===== src/rtl/binom_pkg.sv =====
`default_nettype none
// ============================================================================
// binom_pkg : shared types and constants for the binomial sampler stream
// Revision  : 1.0
// ============================================================================
package binom_pkg;

  localparam int KMAX      = 8;
  localparam int Q_NEWHOPE = 12289;
  localparam int Q_KYBER   = 3329;

  typedef enum logic [1:0] {
    K2 = 2'b00,
    K3 = 2'b01,
    K4 = 2'b10,
    K8 = 2'b11
  } mode_e;

  typedef enum logic [1:0] {
    IDLE = 2'd0,
    RUN  = 2'd1,
    DONE = 2'd2
  } state_e;

  function automatic logic [3:0] k_of_mode(input mode_e m);
    logic [3:0] k;
    case (m)
      K2:      k = 4'd2;
      K3:      k = 4'd3;
      K4:      k = 4'd4;
      default: k = 4'd8;
    endcase
    return k;
  endfunction

endpackage
`default_nettype wire


===== src/rtl/binom_lane.sv =====
`default_nettype none
// ============================================================================
// binom_lane : one centered-binomial coefficient from a/b bit slices (comb.)
// Revision   : 1.0
// ============================================================================
module binom_lane
  import binom_pkg::*;
#(
  parameter int COEFF_WIDTH = 16,
  parameter int PARAM_Q     = 12289
) (
  input  logic [KMAX-1:0]        a_i,
  input  logic [KMAX-1:0]        b_i,
  input  logic [3:0]             k_i,
  output logic [COEFF_WIDTH-1:0] coeff_o
);

  logic [3:0]        w_pa;
  logic [3:0]        w_pb;
  logic signed [4:0] w_d;
  logic [4:0]        w_mag;

  // Only the low k bits of each slice belong to this lane.
  always_comb begin
    w_pa = '0;
    w_pb = '0;
    for (int i = 0; i < KMAX; i++) begin
      if (4'(i) < k_i) begin
        w_pa = w_pa + 4'(a_i[i]);
        w_pb = w_pb + 4'(b_i[i]);
      end
    end
  end

  assign w_d   = $signed({1'b0, w_pa}) - $signed({1'b0, w_pb});
  assign w_mag = 5'(-w_d);

`ifdef BINOM_STREAM_SIGNED_EN
  assign coeff_o = {{(COEFF_WIDTH-5){w_d[4]}}, w_d};
`else
  assign coeff_o = w_d[4] ? (COEFF_WIDTH'(PARAM_Q) - COEFF_WIDTH'(w_mag))
                          : COEFF_WIDTH'(w_d[3:0]);
`endif

endmodule
`default_nettype wire


===== src/rtl/binom_sample_stream.sv =====
`default_nettype none
// ============================================================================
// binom_sample_stream : streaming centered binomial sampler, LANES coeffs/beat
// Build option        : BINOM_STREAM_SIGNED_EN -> two's-complement lane output
// Revision            : 1.0
// ============================================================================
module binom_sample_stream
  import binom_pkg::*;
#(
  parameter int IN_WIDTH    = 32,
  parameter int LANES       = 2,
  parameter int COEFF_WIDTH = 16,
  parameter int PARAM_Q     = 12289,
  parameter int N           = 256,
  parameter int BUF_WIDTH   = 2*IN_WIDTH
) (
  input  logic                         clk_i,
  input  logic                         rst_i,
  input  logic                         start_i,
  input  logic [1:0]                   mode_i,
  input  logic                         in_valid_i,
  output logic                         in_ready_o,
  input  logic [IN_WIDTH-1:0]          in_data_i,
  output logic                         out_valid_o,
  input  logic                         out_ready_i,
  output logic [LANES*COEFF_WIDTH-1:0] out_data_o,
  output logic                         out_last_o,
  output logic                         busy_o,
  output logic                         done_o
);

  localparam int FILL_W = $clog2(BUF_WIDTH+1);
  localparam int BEATS  = N/LANES;
  localparam int BEAT_W = $clog2(BEATS+1);

  if (2*KMAX*LANES > IN_WIDTH) begin : g_chk_lanes
    $error("binom_sample_stream: 2*8*LANES must not exceed IN_WIDTH");
  end
  if (longint'(PARAM_Q) >= (64'd1 << COEFF_WIDTH)) begin : g_chk_q
    $error("binom_sample_stream: PARAM_Q must fit in COEFF_WIDTH");
  end
  if ((N % LANES) != 0) begin : g_chk_n
    $error("binom_sample_stream: N must be a multiple of LANES");
  end

  state_e                       state_q, state_d;
  mode_e                        mode_q, mode_d;
  logic [FILL_W-1:0]            fill_q, fill_d;
  logic [BUF_WIDTH-1:0]         buf_q, buf_d;
  logic [BEAT_W-1:0]            beats_q, beats_d;
  logic                         ov_q, ov_d;
  logic                         last_q, last_d;
  logic [LANES*COEFF_WIDTH-1:0] data_q, data_d;

  logic [3:0]                   w_k;
  logic [FILL_W-1:0]            w_need;
  logic [FILL_W-1:0]            w_base;
  logic                         w_in_ready;
  logic                         w_accept;
  logic                         w_load;
  logic                         w_out_hs;
  logic [LANES*COEFF_WIDTH-1:0] w_lanes;

  assign w_k    = k_of_mode(mode_q);
  assign w_need = FILL_W'({w_k, 1'b0}) * FILL_W'(LANES);

  for (genvar j = 0; j < LANES; j++) begin : g_lane
    logic [FILL_W-1:0] w_off;
    assign w_off = FILL_W'({w_k, 1'b0}) * FILL_W'(j);

    binom_lane #(
      .COEFF_WIDTH (COEFF_WIDTH),
      .PARAM_Q     (PARAM_Q)
    ) u_lane (
      .a_i     (KMAX'(buf_q >> w_off)),
      .b_i     (KMAX'(buf_q >> (w_off + FILL_W'(w_k)))),
      .k_i     (w_k),
      .coeff_o (w_lanes[j*COEFF_WIDTH +: COEFF_WIDTH])
    );
  end

  assign w_in_ready = (state_q == RUN) && (fill_q <= FILL_W'(BUF_WIDTH-IN_WIDTH));
  assign w_accept   = in_valid_i && w_in_ready;
  assign w_out_hs   = ov_q && out_ready_i;
  assign w_load     = (state_q == RUN) && (fill_q >= w_need) && (beats_q != '0) &&
                      (!ov_q || out_ready_i);
  // A word arriving in the same cycle as a load lands just above the bits that remain.
  assign w_base     = w_load ? (fill_q - w_need) : fill_q;

  always_comb begin
    state_d = state_q;
    mode_d  = mode_q;
    fill_d  = fill_q;
    buf_d   = buf_q;
    beats_d = beats_q;
    ov_d    = ov_q;
    last_d  = last_q;
    data_d  = data_q;
    case (state_q)
      IDLE: begin
        if (start_i) begin
          state_d = RUN;
          mode_d  = mode_e'(mode_i);
          fill_d  = '0;
          buf_d   = '0;
          beats_d = BEAT_W'(BEATS);
        end
      end
      RUN: begin
        buf_d  = (w_load ? (buf_q >> w_need) : buf_q) |
                 (w_accept ? (BUF_WIDTH'(in_data_i) << w_base) : '0);
        fill_d = w_base + (w_accept ? FILL_W'(IN_WIDTH) : '0);
        if (w_load) begin
          ov_d    = 1'b1;
          data_d  = w_lanes;
          last_d  = (beats_q == BEAT_W'(1));
          beats_d = beats_q - BEAT_W'(1);
        end else if (w_out_hs) begin
          ov_d   = 1'b0;
          last_d = 1'b0;
        end
        if (w_out_hs && last_q) begin
          state_d = DONE;
          fill_d  = '0;
          buf_d   = '0;
          ov_d    = 1'b0;
          last_d  = 1'b0;
        end
      end
      DONE: begin
        state_d = IDLE;
      end
      default: begin
        state_d = IDLE;
      end
    endcase
  end

  always_ff @(posedge clk_i or posedge rst_i) begin
    if (rst_i) begin
      state_q <= IDLE;
      mode_q  <= K2;
      fill_q  <= '0;
      buf_q   <= '0;
      beats_q <= '0;
      ov_q    <= 1'b0;
      last_q  <= 1'b0;
      data_q  <= '0;
    end else begin
      state_q <= state_d;
      mode_q  <= mode_d;
      fill_q  <= fill_d;
      buf_q   <= buf_d;
      beats_q <= beats_d;
      ov_q    <= ov_d;
      last_q  <= last_d;
      data_q  <= data_d;
    end
  end

  assign in_ready_o  = w_in_ready;
  assign out_valid_o = ov_q;
  assign out_last_o  = ov_q && last_q;
  assign out_data_o  = data_q;
  assign busy_o      = (state_q != IDLE);
  assign done_o      = (state_q == DONE);

endmodule
`default_nettype wire


===== config.mk =====
export PLATFORM = sky130hd
export DESIGN_NAME = binom_sample_stream
export DESIGN_NICKNAME = d
export VERILOG_FILES = /design/src/rtl/binom_pkg.sv /design/src/rtl/binom_lane.sv /design/src/rtl/binom_sample_stream.sv
export SDC_FILE = /design/constraint.sdc
export NUM_CORES = 1
export LEC_CHECK = 0
export ABC_CLOCK_PERIOD_IN_PS = 8000
export BUFFER_PORTS_ARGS = -buffer_cell sky130_fd_sc_hd__buf_2
export CAP_MARGIN = 20
export CORE_MARGIN = 4
export CORE_UTILIZATION = 55
export DETAILED_ROUTE_END_ITERATION = 8
export GPL_TIMING_DRIVEN = 0
export MAX_ROUTING_LAYER = met4
export PLACE_DENSITY = 0.74
export REMOVE_ABC_BUFFERS = 1
export SYNTH_ARGS = -nofsm -noshare
export SYNTH_HDL_FRONTEND = slang
export SYNTH_HIERARCHICAL = 1
export SYNTH_SLANG_ARGS = --single-unit

===== constraint.sdc =====
create_clock -name clk_i -period 8 [get_ports clk_i]
set_clock_uncertainty 0.1 [all_clocks]
set_input_delay 2 -clock clk_i [delete_from_list [all_inputs] [get_ports clk_i]]
set_output_delay 2 -clock clk_i [all_outputs]
set_load 0.01 [all_outputs]

== Word-level counts from Yosys, hierarchy flattened ==
Cells that the tools add are included.

* Register bits after elaboration: 117
* Bits in latches: 0
* Memory bits (writable): 0
* Memory bits (read-only): 0
* Output and inout port bits: 37
* Word-level logic and storage cells: 148
* Memories: 0

* Add/sub/neg operators: 38
* Multipliers: 0
* Divide/modulo/power cells: 0
* Magnitude comparators: 10
* Equality and inequality tests: 8
* Shifts and indexed selects: 5
* Multiplexer cells: 56
* Bitwise gates (word level): 1
* Reduce and logical (&&, ||, !) cells: 22

{| class="wikitable"
|+ Operator list
! cell !! count
|-
| two-way mux 64 bit || 4
|-
| case mux 64 bit (2 select lines) || 1
|-
| two-way mux 4 bit || 28
|-
| adder 4 x 1 -> 4 bit || 24
|-
| OR 64 bit || 1
|-
| << shifter 32 x 7 -> 64 bit || 1
|-
| >> shifter 64 x 4 -> 8 bit || 1
|-
| >> shifter 64 x 5 -> 8 bit || 1
|-
| >> shifter 64 x 6 -> 64 bit || 1
|-
| >> shifter 64 x 6 -> 8 bit || 1
|-
| two-way mux 16 bit || 2
|-
| subtractor 14 x 5 -> 15 bit, first input constant || 2
|-
| two-way mux 7 bit || 3
|-
| < comparator 3 x 4 -> 1 bit, first input constant || 4
|-
| two-way mux 8 bit || 2
|-
| case mux 8 bit (2 select lines) || 1
|-
| case mux 7 bit (2 select lines) || 1
|-
| case mux 4 bit (3 select lines) || 1
|-
| negation 5 bit || 2
|-
| AND reduction 2 bit || 5
|-
| subtractor 4 x 4 -> 5 bit || 2
|-
| two-way mux 1 bit || 9
|-
| adder 1 x 1 -> 2 bit || 4
|-
| equality test 8 x 1 -> 1 bit, second input constant || 1
|-
| other kinds (23) || 38
|}

== Depth between registers and ports, before layout ==
Gate-level depths: netlist of run 1.

* Word-level depth: 23
* Depth in mapped cells: 43
* Depth with buffers taken out: 37

== By module ==
The synthesis of run 1 kept the hierarchy.

{| class="wikitable"
|+ By module, submodules not included
! module !! times used !! cells each !! area an instance (um^2) !! sequential area each (um^2)
|-
| binom_sample_stream || 1 || 879 || 8313.0 || 2877.8
|-
| binom_lane at g_lane[1].u_lane || 1 || 226 || 1850.5 || 0.0
|-
| binom_lane at g_lane[0].u_lane || 1 || 223 || 1735.4 || 0.0
|}

== Worst setup path before layout of run 1 ==
Ideal clock, no wire load.

* Path type: register -> register
* Start: reg mode_q[1]
* End: reg data_q[23] (netlist: out_data_o[23])
* Arrival: 8309 ps
* Path slack: -474 ps
* Cell stages (with the launch flop): 40
* Path through: dfrtp_1 > clkbuf_1 > clkbuf_1 > buf_1 > clkbuf_1 > nand2_1 > inv_1 > buf_2 > buf_2 > nor2_1 > a21boi_0 > ha_1 > o31a_1 > a31oi_1 > inv_1 > ha_1 > ha_1 > a22oi_1 > (+4 left out) > ha_1 > mux2_2 > ha_1 > mux2_2 > ha_1 > nand2_1 > o21ai_0 > ha_1 > a21oi_1 > ha_1 > a21o_1 > a21oi_1 > xnor2_1 > mux2_2 > a21boi_0 > buf_4 > nand2_1 > nand2_1

* Cells in the longest elaborated chain, start to end: 23

{| class="wikitable"
|+ Ends and longest elaborated chain
! item !! RTL line !! text
|-
| start, declared || binom_sample_stream.sv:47 || <nowiki>mode_e mode_q, mode_d;</nowiki>
|-
| start signal, assigned || binom_sample_stream.sv:151 || <nowiki>mode_q <= mode_d;</nowiki>
|-
| equality test 2 bit (tied with other cells) || binom_pkg.sv:27 || <nowiki>case (m)</nowiki>
|-
| case mux 4 bit (3 select lines) (*) || binom_pkg.sv:27 ||
|-
| via g_lane[1].w_off[4] || binom_sample_stream.sv:68 || <nowiki>logic [FILL_W-1:0] w_off;</nowiki>
|-
| adder 5 x 4 -> 6 bit || binom_sample_stream.sv:76 || <nowiki>.b_i (KMAX'(buf_q >> (w_off + FILL_W'(w_k)))),</nowiki>
|-
| >> shifter 64 x 6 -> 8 bit || binom_sample_stream.sv:76 ||
|-
| two-way mux 1 bit || binom_lane.sv:28 || <nowiki>if (4'(i) < k_i) begin</nowiki>
|-
| adder 1 x 1 -> 2 bit || binom_lane.sv:30 || <nowiki>w_pb = w_pb + 4'(b_i[i]);</nowiki>
|-
| two-way mux 4 bit || binom_lane.sv:28 ||
|-
| (+9 left out) || -- ||
|-
| two-way mux 4 bit || binom_lane.sv:28 ||
|-
| adder 4 x 1 -> 4 bit || binom_lane.sv:30 ||
|-
| two-way mux 4 bit || binom_lane.sv:28 ||
|-
| subtractor 4 x 4 -> 5 bit (*) || binom_lane.sv:35 || <nowiki>assign w_d = $signed({1'b0, w_pa}) - $signed({1'b0, w_pb});</nowiki>
|-
| negation 5 bit || binom_lane.sv:36 || <nowiki>assign w_mag = 5'(-w_d);</nowiki>
|-
| subtractor 14 x 5 -> 15 bit || binom_lane.sv:41 || <nowiki>assign coeff_o = w_d[4] ? (COEFF_WIDTH'(PARAM_Q) - COEFF_WIDTH'(w_mag))</nowiki>
|-
| two-way mux 16 bit (*) || binom_lane.sv:41 ||
|-
| via w_lanes[23] || binom_sample_stream.sv:62 || <nowiki>logic [LANES*COEFF_WIDTH-1:0] w_lanes;</nowiki>
|-
| end signal, assigned || binom_sample_stream.sv:157 || <nowiki>data_q <= data_d;</nowiki>
|-
| end, declared || binom_sample_stream.sv:53 || <nowiki>logic [LANES*COEFF_WIDTH-1:0] data_q, data_d;</nowiki>
|}

Mark *: on every way through the listed nets, which the timed path passes. The rest lies on a longest branch.
A chain may end at the register's enable or synchronous reset.

== Worst setup path after layout of run 1 ==
* Start: reg mode_q[0]
* End: reg data_q[20] (netlist: out_data_o[20])

* Cells in the longest elaborated chain, start to end: 23

{| class="wikitable"
|+ Ends and longest elaborated chain
! item !! RTL line
|-
| equality test 2 bit (tied with other cells) || binom_pkg.sv:27
|-
| case mux 4 bit (3 select lines) (*) || binom_pkg.sv:27
|-
| adder 5 x 4 -> 6 bit || binom_sample_stream.sv:76
|-
| >> shifter 64 x 6 -> 8 bit || binom_sample_stream.sv:76
|-
| two-way mux 1 bit || binom_lane.sv:28
|-
| adder 1 x 1 -> 2 bit || binom_lane.sv:30
|-
| two-way mux 4 bit || binom_lane.sv:28
|-
| adder 4 x 1 -> 4 bit || binom_lane.sv:30
|-
| (+8 left out) || --
|-
| two-way mux 4 bit || binom_lane.sv:28
|-
| adder 4 x 1 -> 4 bit || binom_lane.sv:30
|-
| two-way mux 4 bit || binom_lane.sv:28
|-
| subtractor 4 x 4 -> 5 bit (*) || binom_lane.sv:35
|-
| negation 5 bit || binom_lane.sv:36
|-
| subtractor 14 x 5 -> 15 bit || binom_lane.sv:41
|-
| two-way mux 16 bit (*) || binom_lane.sv:41
|-
| via w_lanes[20] || binom_sample_stream.sv:62
|}

Marks and branches as above.

==> results of run 1 <==
logic make-up after synthesis:
| group | Yosys count |
|---|---|
| other | 2 |
| buffers and inverters | 130 |
| adder cells (fa/ha/maj) | 77 |
| XOR/XNOR | 60 |
| AO/OA/AOI/OAI | 355 |
| multiplexers | 141 |
| AND/OR/NAND/NOR | 448 |
| flip-flops | 115 |
timing repair:
item                                    4_1_cts  5_1_grt
gates resized for setup                      14       27
pin swaps                                     0        5
endpoints found under the setup margin       28       22
cloned                                        1        4
buffers inserted                             13        8
sequential cells by signal, indices dropped and copies added (netlist names):
signal	cells
buf_q	64
out_data_o	32
beats_q	8
fill_q	5
mode_q	2
state_q	2
last_q	1
out_valid_o	1
cell type report:
cell class                 instances  share of cell area
timing repair buffer             114             0.06633
multi-input combinational       1085              0.6378
clock inverter                     8            0.009264
inverter                          33             0.01075
clock buffer                      24             0.03641
tap                              275             0.02548
sequential                       115              0.2136
timing repair inverter             1           0.0003706
through the flow:
stage | cell area, um2 | std cells | setup WS (ns) | util | hold WS, ns
floorplan | 11400 | 1233 | -3.122 | - | 0.3485
global placement | 12120 | 1583 | -5.415 | 0.5727 | 0.3526
detailed placement | 12410 | 1596 | -0.8929 | 0.5866 | 0.3572
CTS | 13200 | 1642 | 0.1018 | 0.6239 | 0.3724
global route | 13510 | 1655 | -0.06944 | 0.6384 | 0.3904
finish | 13510 | 1655 | 0.3448 | 0.6384 | 0.3663
how the worst min path moves through the flow:
| stage | startpoint | endpoint | slack [ns] | depth (start not counted) |
|---|---|---|---|---|
| after global placement | out_data_o[4] | out_data_o[4] | 0.35 | 2 |
| after detailed placement | out_data_o[21] | out_data_o[21] | 0.36 | 2 |
| after global routing | out_data_o[28] | out_data_o[28] | 0.39 | 2 |
| after CTS | out_data_o[31] | out_data_o[31] | 0.37 | 2 |
| final | out_data_o[28] | out_data_o[28] | 0.37 | 2 |
| after floorplan | beats_q[1] | beats_q[1] | 0.35 | 2 |
tightest hold or removal path, delay by kind of cell, from the launching register on:
family           cells  cell delay (ns)
and+or+nand+nor      2             0.10
DFF                  1             0.34
synth_stat cells, types with 7 or more instances:
library cell  number
o22ai_1           12
mux2_2            24
a21oi_1           61
clkbuf_1          46
buf_2             18
o21ai_1           20
a22oi_1           48
buf_4             17
nor2b_1           20
buf_1              8
dfrtp_1          115
nand3_1           29
nand4_1           13
o221ai_1          23
ha_1              74
nand2_1          256
a31o_1             7
buf_6              8
nor2_1            59
mux2i_1           52
xor2_1            16
nor3_1            10
o211ai_1          10
o21ai_0           60
a31oi_1            7
inv_1             32
a22o_1            13
nor3b_1            8
mux4_2            57
xnor2_1           39
and2_1            15
a21o_1            19
routing by layer:
layer  vias up  track usage
met3       104      0.03950
met1      5302       0.3765
met2       600       0.4699
met4         0       0.1047
met5         -            -
li1       5007            -
cells in the final DEF (no fill, tap or decap), types with 10 or more instances in the layout:
cell       synthesis  layout
nand2_1          256     255
dfrtp_1          115     113
buf_2             18      75
ha_1              74      71
o21ai_0           60      60
mux4_2            57      57
nor2_1            59      56
a21oi_1           61      54
mux2i_1           52      48
a22oi_1           48      48
xnor2_1           39      35
nand3_1           29      29
inv_1             32      28
mux2_2            24      24
o221ai_1          23      23
buf_4             17      23
clkbuf_16          0      21
o21ai_1           20      20
nor2b_1           20      19
a21o_1            19      18
xor2_1            16      16
and2_1            15      15
nand4_1           13      13
a22o_1            13      13
o22ai_1           12      12
o211ai_1          10      10
nor3_1            10      10
==> impl_results.md, run 1 <==
- Status: finished clean
- Chip height: 155.1 um
- Asr flop ratio synth: 1.000
- Required time worst endpoint: 8.23 ns
- Num CTS Buffers: 17
- Mean Syn Cell Area: 8.960 um2
- FF-to-FF Start: mode_q[0]
- Top cell type by total area after synthesis: dfrtp_1
- HPWL after DPL: 23360 um
- Mux share of post-synthesis cell area: 0.1853
- Final wirelength: 35100 um
- Complex-gate fraction of the synthesized area: 0.2138
- Area share of fa/ha/maj cells after synthesis: 0.08286
- Minimum clock period: 7.655 ns
- WL met2: 17070 um
- Fmax: 0.1306 GHz
- Top delay family on crit path: adder cells
- Synth top area cells: dfrtp_1 (24%), mux4_2 (11%), nand2_1 (8.1%)
- Max Slew Vio Count: 0
- Slowest stage delay, CP: 0.51 ns
- Die Span X: 155.1 um
- Final #Nets: 1483
- Final setup viols: 0
- Clock Path Buffers: 2
- # diodes: 0
- Crit path capture: out_data_o[20]
- Row count: 53
- Antenna violations before repair: 0
- Die ar.: 24050 um2
- First-pass detailed-route iteration total: 7
- Layout cells sized above 1: 0.2261
- Tightest Pin Transition: 1.052 ns
- Max_cap viols: 0
- Latest clock arrival within the worst-skew pair: 0.43 ns
- GRT overflow: 0
- Clk sink count: 115
- Main synth FF type: dfrtp_1
- CP Launch Type: flop
- Seq/Total Area, Yosys: 0.2419
- DRT iter0 DRCs: 1126
- Fin. Hold Viols: 0
- Critical path startpoint: mode_q[0]
- Gr usage total: 0.2906
- Final setup TNS: 0 ns
- DR vias/cell: 6.654
- Pin count of the biggest net entering global routing: 90
- WL met1: 14100 um
- Final Cycle Share: 0.9569
- Via count: 11010
- Total core area: 21150 um2
- Vias in the first global route: 10480
- Area share of the largest cell type after synthesis: 0.2419
- Worst Path Arrival: 7.89 ns
- Flops & latches, synth: 115
- Htree depth: 4
- Root buf cell: clkbuf_16
- Distinct cell type count after synthesis: 96
- Slowest CP cell: dfrtp_4
- Reg2Reg Setup Slack: 0.34 ns
- Syn. warnings: 6
- Antenna Violating Nets Remaining: 0
- Register area: 2885 um2
- Area added between synthesis and finish: 13.50%
- Hold WC Path Type: reg -> reg
- Initial core utilization: 0.5625
- Synth Area in Simple Gates: 0.1739
- Post-synth EDFFs: 0
- Multi-input logic area: 8613 um2
- Crit-path max FO: 5
- FILL cells: 1720
- First-pass GRT wire length: 55520 um
- Post-CTS Hold Fix Bufs: 0
- Post-Syn Area: 11900 um2
- Routability congestion estimate: 0.9414
- Setup CP Type: reg -> reg
- Cell mode on critical path: ha_1
- FF-to-FF path depth: 33
- Slew margin rel.: 0.2983
- DR WL/cell: 21.21 um
- Clock slew at reported path FFs: 0.06 ns
- Drt drc: 0
- Met3 WL post-DR: 2700 um
- Ports: 76
- Post-Synthesis Cells: 1328
- Post-synthesis xor/xnor area fraction: 0.04837
- Crit Reg-Reg Endpoint: out_data_o[20]
- CTS tree: done
- IO buf count: 75
- Crit path depth: 33
- CP endpoint kind: flop
- Largest family of logic cells by synthesized area: compound AO/OA/AOI/OAI gates
- DR top layer: met4
- Worst Path Buf+Inv: 3
Power of run 1 is left out: the tool's default activity adds up to more than one toggle a clock period on the data nets, which glitch-free logic cannot reach.
==> run 2, diff against run 1 <==
- REMOVE_ABC_BUFFERS: 1 -> default
==> run 2 against run 1 <==
  * Die area unchanged
  * Clock-buffer cell count decreased by 7
  * Register-to-register slack got worse by 0.12 ns
  * Utilization increased by 3.5 points
  * Final cell count is 6.2% higher
  * Critical endpoint unchanged
  * Highest routed layer unchanged
==> impl_results.md, run 2 (synthesized netlist as in run 1, its figures left out) <==
- Status: finished clean
- Hold path depth: 2 (unchanged)
- Fin area: 14240 um2 (+5.4%)
- Max_cap viols: 0 (unchanged)
- Fin. Hold Viols: 0 (unchanged)
- DR vias/cell: 6.594 (-0.91%)
- Die ar.: 24050 um2 (unchanged)
- HPWL after DPL: 28670 um (+23%)
- Tightest Pin Transition: 1.080 ns (+0.02738 ns)
- Initial core utilization: 0.5625 (unchanged)
- Slowest stage delay, CP: 0.47 ns (-0.04 ns)
- Area added between synthesis and finish: 19.68%
- Antenna violations before repair: 0 (unchanged)
- Final setup viols: 0 (unchanged)
- Slew margin rel.: 0.2801 (-0.01825)
- CP Launch Type: flop
- Ports: 76 (unchanged)
- Antenna Violating Nets Remaining: 0 (unchanged)
- Worst Path Arrival: 8.00 ns (+0.11 ns)
- WL met1: 15980 um (+13%)
- Max reg flops: 64 (unchanged)
- WL met2: 18340 um (+7.4%)
- IO buf count: 75 (unchanged)
- Vias in the first global route: 11420 (+9.0%)
- Latest clock arrival within the worst-skew pair: 0.44 ns (about the same)
- Total core area: 21150 um2 (unchanged)
- Htree depth: 4 (unchanged)
- Clock slew at reported path FFs: 0.07 ns (about the same)
- CTS tree: done
- First-pass detailed-route iteration total: 5 (-2)
- Num CTS Buffers: 17 (unchanged)
- Post-Place Cell Area: 12680 um2 (+2.2%)
- Gr usage total: 0.3366 (+0.04603)
- Pin count of the biggest net entering global routing: 77 (-14%)
- Drt drc: 0 (unchanged)
- Layout cells sized above 1: 0.2785 (+0.05240)
- DR top layer: met4
- Largest Register: buf_q
- First-pass GRT wire length: 62620 um (+13%)
- GRT overflow: 0 (unchanged)
- Slowest CP cell: fa_2
- Via count: 11590 (+5.3%)
- Routability congestion estimate: 1.016 (+8.0%)
- Final wirelength: 39720 um (+13%)
- Root buf cell: clkbuf_16
- Die Span X: 155.1 um (unchanged)
- Chip height: 155.1 um (unchanged)
- FILL cells: 1663 (-3.3%)
- Max Slew Vio Count: 0 (unchanged)
- Met3 WL post-DR: 3488 um (+29%)
- Minimum clock period: 7.770 ns (+0.1152 ns)
- Most common cell after layout, fill and taps aside: nand2_1
- DR WL/cell: 22.59 um (+6.5%)
- Hold WC Path Type: reg -> reg
- Row count: 53 (unchanged)
- CP endpoint kind: flop
- Post-CTS Hold Fix Bufs: 0 (unchanged)
- FF-to-FF path depth: 39 (+18%)
- # diodes: 0 (unchanged)
- Cell mode on critical path: ha_1
- Final Cycle Share: 0.9713 (+0.01440)
- Setup CP Type: reg -> reg
- Crit-path max FO: 11 (+6)
- Clk sink count: 115 (unchanged)
- Final #Nets: 1586 (+6.9%)
- Required time worst endpoint: 8.23 ns (about the same)
- Commonest cells after routing, fill and taps aside: nand2_1 (254), dfrtp_1 (114), buf_2 (88), buf_4 (68), mux4_2 (57)
- Clock Path Buffers: 2 (unchanged)
- DRT iter0 DRCs: 1172 (+4.1%)
- Fmax: 0.1287 GHz (-1.5%)
-- run 2: worst paths after layout --
kind	slack, ns	startpoint	to
max	0.23	mode_q[1]	out_data_o[20]
min	0.37	out_data_o[27]	out_data_o[27]
max reg2reg	0.23	mode_q[1]	out_data_o[20]
min reg2reg	0.37	out_data_o[27]	out_data_o[27]
max in group asynchronous	5.60	rst_i	buf_q[21]
min in group asynchronous	1.46	rst_i	beats_q[2]
-- run 2: layer usage --
layer	global-route usage	up-vias
met1	0.4350	5552
li1	-	5208
met3	0.06259	153
met4	0.1598	0
met5	-	-
met2	0.5140	679
-- run 2: metrics by stage --
step	hold WS [ns]	utilization	worst slack, ns	cells	setup TNS (ns)
after global placement	0.3545	0.5979	-1.399	1680	-28.39
after global routing	0.3899	0.6732	-0.1258	1758	-0.6891
after CTS	0.3720	0.6516	0.007043	1731	0
after detailed placement	0.3568	0.5995	-1.602	1681	-34.02
after floorplan	0.3485	-	0.001037	1330	0
final	0.3677	0.6732	0.2296	1758	0
-- run 2: worst max-delay path, delay by kind of cell (launching register included) --
kind	cells	cell delay, ns
flops	1	0.39
simple gates	9	1.00
fa+ha+maj	10	2.98
buf+inv	9	1.25
xor+xnor	1	0.32
compound gates	10	1.64
-- run 2: what timing repair did --
| item | in CTS | in global routing |
|---|---|---|
| buffers inserted | 20 | 30 |
| pin swaps | 17 | 35 |
| setup endpoints to repair | 28 | 25 |
| resized for setup | 74 | 59 |
-- run 2: area by class of cell --
cell class	count	area, um2	share of cell area
inverters	33	140.1	0.009840
flip-flops and latches	115	2879	0.2022
clock buffers	17	425.4	0.02987
multi-input cells	1085	8827	0.6198
well taps	275	344.1	0.02416
repair buffers	126	778.2	0.05465
plain buffers	92	629.4	0.04419
clock inverters	15	217.7	0.01529
Power of run 2 is left out for the same reason.
==> run 3, diff against run 2 <==
- CORE_ASPECT_RATIO: default -> 1.25
- REMOVE_ABC_BUFFERS: default -> 1
==> run 3 against run 2 <==
  * Design area is 5.5% lower
  * Via count is 6.5% lower
  * Final cell count is 6.0% lower
  * Non-clock buffer count is 105 lower
  * Worst hold slack hardly changed
  * Sequential cell count stayed put
  * First-iteration DRC count is 13% higher
  * Register-to-register slack better by 0.18 ns
  * Utilization is 3.4 points lower
  * Fmax is 2.3% higher
  * Clock-buffer cell count is 1 higher
  * Critical endpoint is now out_data_o[4]
==> impl_results.md, run 3 (synthesized netlist as in run 1, its figures left out) <==
- RSZ-0062 raised after global routing: no
- Fmax: 0.1317 GHz (+2.3%)
- First-pass detailed-route iteration total: 6 (+1)
- Post-CTS Hold Fix Bufs: 0 (unchanged)
- Initial core utilization: 0.5656 (+0.003078)
- Status: finished clean
- CTS tree: done
- Htree depth: 4 (unchanged)
- Clk sink count: 115 (unchanged)
- Area added between synthesis and finish: 13.07%
- Clock Path Buffers: 2 (unchanged)
- Commonest cells after routing, fill and taps aside: nand2_1 (255), dfrtp_1 (113), buf_2 (75), ha_1 (72), o21ai_0 (60)
- Slew margin rel.: 0.2578 (-0.02228)
- Antenna Violating Nets Remaining: 0 (unchanged)
- First-pass GRT wire length: 55060 um (-12%)
- Cell mode on critical path: ha_1
- DR WL/cell: 20.76 um (-8.1%)
- IO buf count: 75 (unchanged)
- Hold_sp: out_data_o[9]
- Die ar.: 24070 um2 (about the same)
- Max reg flops: 64 (unchanged)
- Slowest stage delay, CP: 0.57 ns (+0.10 ns)
- Fin. Hold Viols: 0 (unchanged)
- DR vias/cell: 6.560 (-0.52%)
- Required time worst endpoint: 8.22 ns (about the same)
- Slowest CP cell: dfrtp_4
- Final wirelength: 34320 um (-14%)
- FF-to-FF Start: mode_q[1]
- Pin count of the biggest net entering global routing: 88 (+14%)
- Antenna violations before repair: 0 (unchanged)
- Final setup viols: 0 (unchanged)
- Most common cell after layout, fill and taps aside: nand2_1
- Largest Register: buf_q
- Max_cap viols: 0 (unchanged)
- CP endpoint kind: flop
- Final core utilization: 0.6395 (-0.03372)
- Num CTS Buffers: 17 (unchanged)
- Drt drc: 0 (unchanged)
- Vias in the first global route: 10560 (-7.5%)
- Die Span X: 139.6 um (-10%)
- Clock slew at reported path FFs: 0.06 ns (about the same)
- Critical path startpoint: mode_q[1]
- Gr usage total: 0.2886 (-0.04801)
- DRT iter0 DRCs: 1321 (+13%)
- Final #Nets: 1482 (-6.6%)
- GRT overflow: 0 (unchanged)
- Routability congestion estimate: 0.9404 (-7.5%)
- PnR worst setup slack: 0.4057 ns (+0.1761 ns)
- Root buf cell: clkbuf_16
- # diodes: 0 (unchanged)
- Post-Layout Cell Count: 1653 (-6.0%)
- Total core area: 21040 um2 (-0.54%)
- Tightest Pin Transition: 1.113 ns (+0.03342 ns)
- Ports: 76 (unchanged)
- Final Hold Slack: 0.3680 ns (+0.0003170 ns)
- Hold WC Path Type: reg -> reg
- Placed insts: 1595 (-5.1%)
- Via count: 10840 (-6.5%)
- Setup slack at placement: -1.110 ns (+0.4921 ns)
- Top delay family on crit path: adder cells
- Worst Path Buf+Inv: 2 (-7)
- Crit-path max FO: 54 (+43)
- Final Cycle Share: 0.9493 (-0.02201)
- Max Slew Vio Count: 0 (unchanged)
- CP Launch Type: flop
- Latest clock arrival within the worst-skew pair: 0.43 ns (about the same)
- Chip height: 172.5 um (+11%)
- Minimum clock period: 7.594 ns (-0.1761 ns)
- HPWL after DPL: 23730 um (-17%)
- Row count: 59 (+11%)
- Worst Path Arrival: 7.81 ns (-0.19 ns)
- Setup CP Type: reg -> reg
- Layout cells sized above 1: 0.2255 (-0.05296)
-- run 3: changes by cell type in the layout (fill, tap and decap cells not counted), sizes merged --
cell / before / now
buf: 178 / 112
bufinv: 4 / 3
clkbuf: 57 / 19
clkinv: 2 / 4
clkinvlp: 4 / 3
-- run 3: worst paths after layout --
| kind | to | slack (ns) | cells after the start |
|---|---|---|---|
| setup / recovery | out_data_o[4] | 0.41 | 33 |
| hold / removal | out_data_o[9] | 0.37 | 2 |
| setup reg to reg | out_data_o[4] | 0.41 | 33 |
| hold reg to reg | out_data_o[9] | 0.37 | 2 |
| max in group asynchronous | buf_q[13] | 5.61 | 3 |
| min in group asynchronous | out_data_o[18] | 1.43 | 2 |
-- run 3: cell type report --
type / count / area, um2
sequential: 115 / 2885
fill: 1704 / 7585
multi-input combinational: 1085 / 8589
timing repair buffer: 113 / 859.6
timing repair inverter: 1 / 5.005
clock buffer: 18 / 439.2
clock inverter: 14 / 190.2
tap: 274 / 342.8
inverter: 33 / 142.6
-- run 3: per-layer routing --
| metal | track usage | vias up | wire length, um |
|---|---|---|---|
| met5 | - | - | 0 |
| met2 | 0.5027 | 429 | 17510 |
| met4 | 0.1226 | 0 | 1402 |
| met3 | 0.04343 | 97 | 1860 |
| met1 | 0.3351 | 5306 | 13550 |
| li1 | - | 5011 | - |
-- run 3: what timing repair did --
item / CTS / global route
buffers inserted: 8 / 16
gates cloned: 1 / 1
resized for setup: 11 / 24
pin swaps: 0 / 3
endpoints found under the setup margin: 28 / 22
-- run 3: worst register-to-register path, delay by kind of cell (launching register included) --
family / cells / cell delay (ns)
AND/OR/NAND/NOR: 7 / 0.96
flip-flops: 1 / 0.57
buffers and inverters: 2 / 0.19
adder cells (fa/ha/maj): 10 / 2.88
multiplexers: 4 / 1.00
XOR/XNOR: 2 / 0.35
AO/OA/AOI/OAI: 8 / 1.44
-- run 3: metrics by stage --
step | TNS, ns | area (um2)
finish | 0 | 13450
floorplan | -149.26 | 11400
global placement | -435.04 | 12110
global route | 0 | 13450
detailed placement | -21.56 | 12420
CTS | 0 | 13190
Power of run 3 is left out for the same reason.
